### src/rtl/ysyx_22040088_multicycle_ctrl.sv
// Multi-cycle fetch/execute/memory/writeback sequencer for the NPC core: owns PC, IR and the memory handshakes.
// Optional build macro CTRL_PERF_EN adds free-running perf_cycles / perf_retired counters.
module ysyx_22040088_multicycle_ctrl #(
  parameter int              XLEN      = 64,
  parameter logic [XLEN-1:0] RESET_PC  = 'h8000_0000,
  parameter int              TIMEOUT_W = 8
) (
  input  logic            clk,
  input  logic            rst,
  output logic            imem_req_valid,
  input  logic            imem_req_ready,
  output logic [XLEN-1:0] imem_req_addr,
  input  logic            imem_resp_valid,
  input  logic [31:0]     imem_resp_data,
  output logic [31:0]     inst,
  input  logic            dec_is_load,
  input  logic            dec_is_store,
  input  logic            dec_is_ebreak,
  input  logic [XLEN-1:0] exu_nextpc,
  output logic            dmem_req_valid,
  input  logic            dmem_req_ready,
  output logic            dmem_req_wen,
  input  logic            dmem_resp_valid,
  output logic            rf_wen,
  output logic [XLEN-1:0] pc,
  output logic            halted,
  output logic            timeout_err
`ifdef CTRL_PERF_EN
  ,
  output logic [63:0]     perf_cycles,
  output logic [63:0]     perf_retired
`endif
);

  typedef enum logic [2:0] {
    S_IF_REQ,
    S_IF_WAIT,
    S_EXEC,
    S_MEM_REQ,
    S_MEM_WAIT,
    S_WB,
    S_HALT,
    S_ERR
  } state_e;

  // The counter trips when it would reach all-ones, i.e. after 2**TIMEOUT_W-1 wait cycles.
  localparam logic [TIMEOUT_W-1:0] CNT_TRIP = {{(TIMEOUT_W-1){1'b1}}, 1'b0};

  state_e                state_q;
  logic [XLEN-1:0]       pc_q;
  logic [31:0]           inst_q;
  logic                  store_q;
  logic                  halted_q;
  logic                  tmo_q;
  logic [TIMEOUT_W-1:0]  cnt_q;
  logic [TIMEOUT_W-1:0]  cnt_d;
  logic                  tmo_hit;

  always_comb begin
    cnt_d   = cnt_q + TIMEOUT_W'(1);
    tmo_hit = (cnt_q >= CNT_TRIP);
  end

  // Strobes decode only registered state, so no input reaches an output combinationally.
  assign imem_req_valid = (state_q == S_IF_REQ);
  assign imem_req_addr  = pc_q;
  assign dmem_req_valid = (state_q == S_MEM_REQ);
  assign dmem_req_wen   = dmem_req_valid & store_q;
  assign rf_wen         = (state_q == S_WB) & ~store_q;
  assign inst           = inst_q;
  assign pc             = pc_q;
  assign halted         = halted_q;
  assign timeout_err    = tmo_q;

  // NOTE: sequential state uses non-blocking assignments only, so every branch
  // below reads the pre-edge values of state_q/cnt_q regardless of statement order.
  always_ff @(posedge clk or posedge rst) begin
    if (rst) begin
      state_q  <= S_IF_REQ;
      pc_q     <= RESET_PC;
      inst_q   <= 32'h0000_0013;
      store_q  <= 1'b0;
      halted_q <= 1'b0;
      tmo_q    <= 1'b0;
      cnt_q    <= '0;
    end else begin
      case (state_q)
        S_IF_REQ: begin
          cnt_q <= cnt_d;
          if (imem_req_ready) begin
            state_q <= S_IF_WAIT;
          end else if (tmo_hit) begin
            state_q <= S_ERR;
            tmo_q   <= 1'b1;
          end
        end
        S_IF_WAIT: begin
          cnt_q <= cnt_d;
          if (imem_resp_valid) begin
            inst_q  <= imem_resp_data;
            state_q <= S_EXEC;
          end else if (tmo_hit) begin
            state_q <= S_ERR;
            tmo_q   <= 1'b1;
          end
        end
        S_EXEC: begin
          store_q <= dec_is_store;
          if (dec_is_ebreak) begin
            state_q  <= S_HALT;
            halted_q <= 1'b1;
          end else if (dec_is_load | dec_is_store) begin
            state_q <= S_MEM_REQ;
            cnt_q   <= '0;
          end else begin
            state_q <= S_WB;
          end
        end
        S_MEM_REQ: begin
          cnt_q <= cnt_d;
          if (dmem_req_ready) begin
            state_q <= S_MEM_WAIT;
          end else if (tmo_hit) begin
            state_q <= S_ERR;
            tmo_q   <= 1'b1;
          end
        end
        S_MEM_WAIT: begin
          cnt_q <= cnt_d;
          if (dmem_resp_valid) begin
            state_q <= S_WB;
          end else if (tmo_hit) begin
            state_q <= S_ERR;
            tmo_q   <= 1'b1;
          end
        end
        S_WB: begin
          pc_q    <= exu_nextpc;
          cnt_q   <= '0;
          state_q <= S_IF_REQ;
        end
        S_HALT:  state_q <= S_HALT;
        S_ERR:   state_q <= S_ERR;
        default: state_q <= S_ERR;
      endcase
    end
  end

`ifdef CTRL_PERF_EN
  // An ebreak retires on its EXEC->HALT transition; normal instructions retire in WB.
  always_ff @(posedge clk or posedge rst) begin
    if (rst) begin
      perf_cycles  <= 64'd0;
      perf_retired <= 64'd0;
    end else begin
      if (state_q != S_HALT && state_q != S_ERR) begin
        perf_cycles <= perf_cycles + 64'd1;
      end
      if (state_q == S_WB || (state_q == S_EXEC && dec_is_ebreak)) begin
        perf_retired <= perf_retired + 64'd1;
      end
    end
  end
`endif

endmodule

### config.mk
export PLATFORM = sky130hd
export DESIGN_NAME = ysyx_22040088_multicycle_ctrl
export DESIGN_NICKNAME = d
export VERILOG_FILES = /design/src/rtl/ysyx_22040088_multicycle_ctrl.sv
export SDC_FILE = /design/constraint.sdc
export NUM_CORES = 1
export LEC_CHECK = 0
export CORE_MARGIN = 2
export CORE_UTILIZATION = 25
export CTS_CLUSTER_DIAMETER = 50
export DETAILED_ROUTE_END_ITERATION = 8
export SLEW_MARGIN = 5
export SYNTH_ARGS = -nofsm -noshare
export SYNTH_HDL_FRONTEND = slang
export SYNTH_SLANG_ARGS = --single-unit
### constraint.sdc
create_clock -name clk -period 5.3 [get_ports clk]
set_clock_uncertainty 0.15 [all_clocks]
set_input_delay 1.06 -clock clk [delete_from_list [all_inputs] [get_ports clk]]
set_output_delay 1.06 -clock clk [all_outputs]
set_load 0.01 [all_outputs]
==> run metrics, run 1 <==
critical path arrival=2.51 ns; FF-to-FF path depth=4; Setup WS post-layout=1.58 ns; DRT iter0 DRCs=154; grt met1 use=0.146; wire length per cell=16.2 um; Crit Path Class=flop to output pin; Setup Buffers After CTS=0; gr usage total=0.122; Fillers=1935; post-synth top area cell=dfrtp_1; leakage power total=0.00341 uW; clk sinks=110; Clock Tree Buf Depth=2; most numerous cell in the Yosys netlist=dfrtp_1; die footprint=22000 um^2; Site Rows=52; Fmax=269 MHz; Core Region=20300 um^2; relative slew slack=0.355; Post-synth top cells=dfrtp_1, buf_4, mux2_4, mux2_2, buf_6; sequential fraction of the synthesis area=0.530; total wire length=13700 um; Max-Cap Viols=0; synthesized area=5200 um^2; initial antenna violation count=0; Synth cell types=46; Setup WS pre-CTS=1.93 ns; Reg-to-Reg Start=state_q[1]; Endpoint, Worst Hold=halted; classification of the worst-slack hold path=flop to flop; chip height=148 um; Final nets=676; r2r setup slk=2.73 ns; crit-path max FO=22; clk slew on worst S/H paths=0.07 ns; # IOs=271; Crit. End Element=output pin; EDFF count, synth=0; vias per cell=4.19; Worst Tran Pin Value=0.967 ns; H-tree Lvls=3; DIE WIDTH=148 um; DRC=0; pin count of the biggest net entering global routing=78; area delta synth->final=52.9%; cts hold-fix bufs=0; syn_area_per_cell=14.3 um^2; Syn. warnings=0; CP startpoint kind=flop; met2 Usage GRT=0.212; post-DP HPWL=10400 um; hold slack final=0.308 ns; Post-synth top flop=dfrtp_1; Routed Antenna Nets=0; clk_lat worst skew=0.35 ns; sum of negative setup slack=0 ns; Syn Nets=472; vias in the first global route=3631; TritonCTS clock tree=done; Final Max Tran Viols=0; gr busiest metal=met2; Max IR drop VDD=0.000252 V; Design Area, Final=7960 um^2; FFs w/ async S/R, synth=1.00; min cycle time layout=3.72 ns; RePlAce Congestion=0.823; Clock Tree Root=clkbuf_16; Initial Utilization=0.256; Worst Hold Depth=1; Synth Register Bits=110; vias post-DR=3534; pwr/cell area=631 nW/um^2; grt met3 use=0.0282; Final Cycle Share=0.702; Hold Startpoint=halted; RSZ-0062 raised after global routing=false; final hold violation count=0; total grt overflow=0; number of diodes=0; gate count of the mapped netlist=365; CTS Buf Count=9; global-route wire length before repair=20900 um; layout cells sized above 1=0.214; Initial DRT Pass Iterations=4; Area contributors post-synth=dfrtp_1, mux2_4, mux2_2, buf_4, dfstp_2; Placed Instance Area=7660 um^2; outcome=finished, final reports clean; post-synth top area share=0.510; count of final setup violators=0; Critical Path RT=4.09 ns; post-cts resize count=0; PortBufs=270; RR Endpoint=imem_req_addr[30]
[state kept, by name (all words and copies together), names as in the netlist]
register	flops
imem_req_addr	64
inst	32
cnt_q	8
state_q	3
halted	1
store_q	1
timeout_err	1
[routing by layer]
| layer | vias up | routed length, um |
|---|---|---|
| met5 | - | 0 |
| met3 | 17 | 774 |
| met2 | 154 | 6950 |
| li1 | 1631 | - |
| met4 | 0 | 309 |
| met1 | 1732 | 5630 |
[worst max-delay path: stages, from the launching register on]
cell             delay (ns)
dfrtp_1                0.79
nand3_4                0.53
nor2_1                 0.26
clkdlybuf4s50_1        0.58
[metrics by stage]
step | std cells | util | power, uW
final | 844 | 0.392 | 5020
after global routing | 844 | 0.392 | 5310
after CTS | 844 | 0.392 | 5100
after detailed placement | 828 | 0.377 | 4380
after global placement | 828 | 0.377 | 4330
after floorplan | 365 | - | 3160
[cells in the final DEF (no fill, tap or decap), types with 4 or more instances in the layout]
master / instances
clkdlybuf4s50_1: 270
dfrtp_1: 106
nand3_1: 4
a211o_1: 4
a21oi_1: 6
mux2_2: 46
nand2_1: 6
dfstp_2: 4
mux2_4: 50
nor3_1: 6
clkbuf_16: 9
nand2b_1: 4
nor2_1: 4
[logic make-up after synthesis]
logic type | Yosys count | synth area share
xor+xnor | 1 | 0.00168
fa+ha+maj | 2 | 0.00481
simple gates | 39 | 0.0442
buf+inv | 83 | 0.120
mux | 101 | 0.254
compound gates | 29 | 0.0447
flops | 110 | 0.530
[worst max path at each step]
stage	startpoint	endpoint	slack [ns]	cells after the start
floorplan	rst	cnt_q[0]	1.19	1
global placement	state_q[0]	rf_wen	1.97	3
detailed placement	state_q[0]	rf_wen	1.93	3
CTS	state_q[0]	rf_wen	1.53	3
global route	state_q[0]	rf_wen	1.42	3
finish	state_q[0]	rf_wen	1.58	3
[cell type report]
cell class	count	area (um^2)	share of cell area
clock buffer	10	229	0.0288
clock inverter	6	71.3	0.00896
inverter	4	17.5	0.00220
multi-input combinational	172	1830	0.230
sequential	110	2760	0.347
tap	270	338	0.0425
timing repair buffer	272	2720	0.342
[power breakdown]
group / internal, uW / total (uW) / switching, uW
combinational: 1740 / 2680 / 936
clock: 371 / 689 / 318
sequential: 1270 / 1660 / 389
total: 3380 / 5020 / 1640
(Power assumes the default switching activity.)
==> run 2, diff against run 1 <==
==> constraint.sdc (replaced) <==
create_clock -name clk -period 3.91 [get_ports clk]
set_clock_uncertainty 0.15 [all_clocks]
set_input_delay 0.782 -clock clk [delete_from_list [all_inputs] [get_ports clk]]
set_output_delay 0.782 -clock clk [all_outputs]
set_load 0.01 [all_outputs]
==> run 2 against run 1 <==
  * Sequential power is 34% higher
  * Register-to-register slack worse by 1.1 ns
  * Sequential cell count stayed put
  * Non-clock buffer count is 2 higher
  * Critical endpoint is now dmem_req_wen
  * Largest cell class unchanged
==> run metrics, run 2 (same netlist as run 1, synthesis figures left out) <==
outcome=finished, final reports clean; clk slew on worst S/H paths=0.07 ns; CP cell instances=nor2b_1 -> and3_1 -> clkdlybuf4s50_1; vias per cell=4.21; RePlAce Congestion=0.821; chip height=148 um; Fmax=334 MHz; relative slew slack=0.395; Setup WS pre-CTS=1.04 ns; clk_lat worst skew=0.34 ns; Final Max Tran Viols=0; vias in the first global route=3725; total grt overflow=0; pin count of the biggest net entering global routing=76; gr usage total=0.122; cts hold-fix bufs=0; number of diodes=0; CTS Buf Count=9; final non-filler cell total=846; area delta synth->final=53.4%; Top delay family on crit path=flip-flops; min cycle time layout=2.99 ns; PortBufs=270; Crit Path Class=flop to output pin; DRC=0; commonest cells after routing, fill and taps aside=clkdlybuf4s50_1, dfrtp_1, mux2_4; most common cell after layout, fill and taps aside=clkdlybuf4s50_1; H-tree Lvls=3; Placed Cells incl. Taps=830; Setup WS post-layout=0.917 ns; Largest register FFs=64; Worst Tran Pin Value=0.905 ns; final core occ=0.393; initial antenna violation count=0; sum of negative setup slack=0 ns; Routed Antenna Nets=0; global-route wire length before repair=20900 um; Largest stage delay, worst path=0.59 ns; Final Cycle Share=0.766; Final nets=678; count of final setup violators=0; post-DP HPWL=10400 um; layout cells sized above 1=0.217; clk sinks=110; Site Rows=52; classification of the worst-slack hold path=flop to flop; Setup Buffers After CTS=0; Critical Path RT=2.98 ns; critical path arrival=2.06 ns; final hold violation count=0; pwr/cell area=853 nW/um^2; Core Region=20300 um^2; worst path bufs/invs=1; Initial Utilization=0.256; # IOs=271; CP startpoint kind=flop; Slowest cell on crit path=dfrtp_1; hold slack final=0.316 ns; leakage power total=0.00342 uW; crit-path max FO=19; TritonCTS clock tree=done; Max IR drop VDD=0.000303 V; Crit. End Element=output pin; DIE WIDTH=148 um; die footprint=22000 um^2; total wire length=13600 um; Max-Cap Viols=0; Clock Tree Buf Depth=2; post-cts resize count=0; DRT iter0 DRCs=101; RSZ-0062 raised after global routing=false; vias post-DR=3562; Clock Tree Root=clkbuf_16; Initial DRT Pass Iterations=4; wire length per cell=16.1 um
[run 2: layer usage]
layer | vias to the layer above | GRT usage | part of all wire
met3 | 17 | 0.0301 | 0.063
met4 | 0 | 0.0405 | 0.016
li1 | 1622 | - | -
met5 | - | 0 | 0
met1 | 1773 | 0.148 | 0.41
met2 | 150 | 0.211 | 0.51
[run 2: final cells by class]
cell class | instances | area [um^2]
fill | 1912 | 12300
sequential | 110 | 2760
timing repair buffer | 274 | 2750
multi-input combinational | 172 | 1830
tap | 270 | 338
clock buffer | 10 | 229
clock inverter | 6 | 70.1
inverter | 4 | 17.5
[run 2: final timing paths]
check | start | end | slack, ns | cells past startpoint
max in group asynchronous | rst | inst[4] | 2.14 | 3
worst min-delay path | halted | halted | 0.32 | 1
worst min register to register | halted | halted | 0.32 | 1
worst max register to register | state_q[2] | inst[9] | 1.65 | 3
worst max-delay path | state_q[2] | dmem_req_wen | 0.92 | 3
min in group asynchronous | rst | imem_req_addr[32] | 0.67 | 2
[run 2: per-stage QoR]
| stage | power, uW | area, um^2 |
|---|---|---|
| 2_1_floorplan | 4290 | 5200 |
| 3_3_place_gp | 5890 | 7680 |
| 3_5_place_dp | 5950 | 7680 |
| 4_1_cts | 6920 | 7980 |
| 5_1_grt | 7200 | 7980 |
| 6_report | 6810 | 7980 |
[run 2: power breakdown]
group,internal [uW],leakage (uW),switching [uW]
registers,1720,0.00130,498
logic,2370,0.00198,1300
clock network,502,0.000141,422
total,4590,0.00342,2220
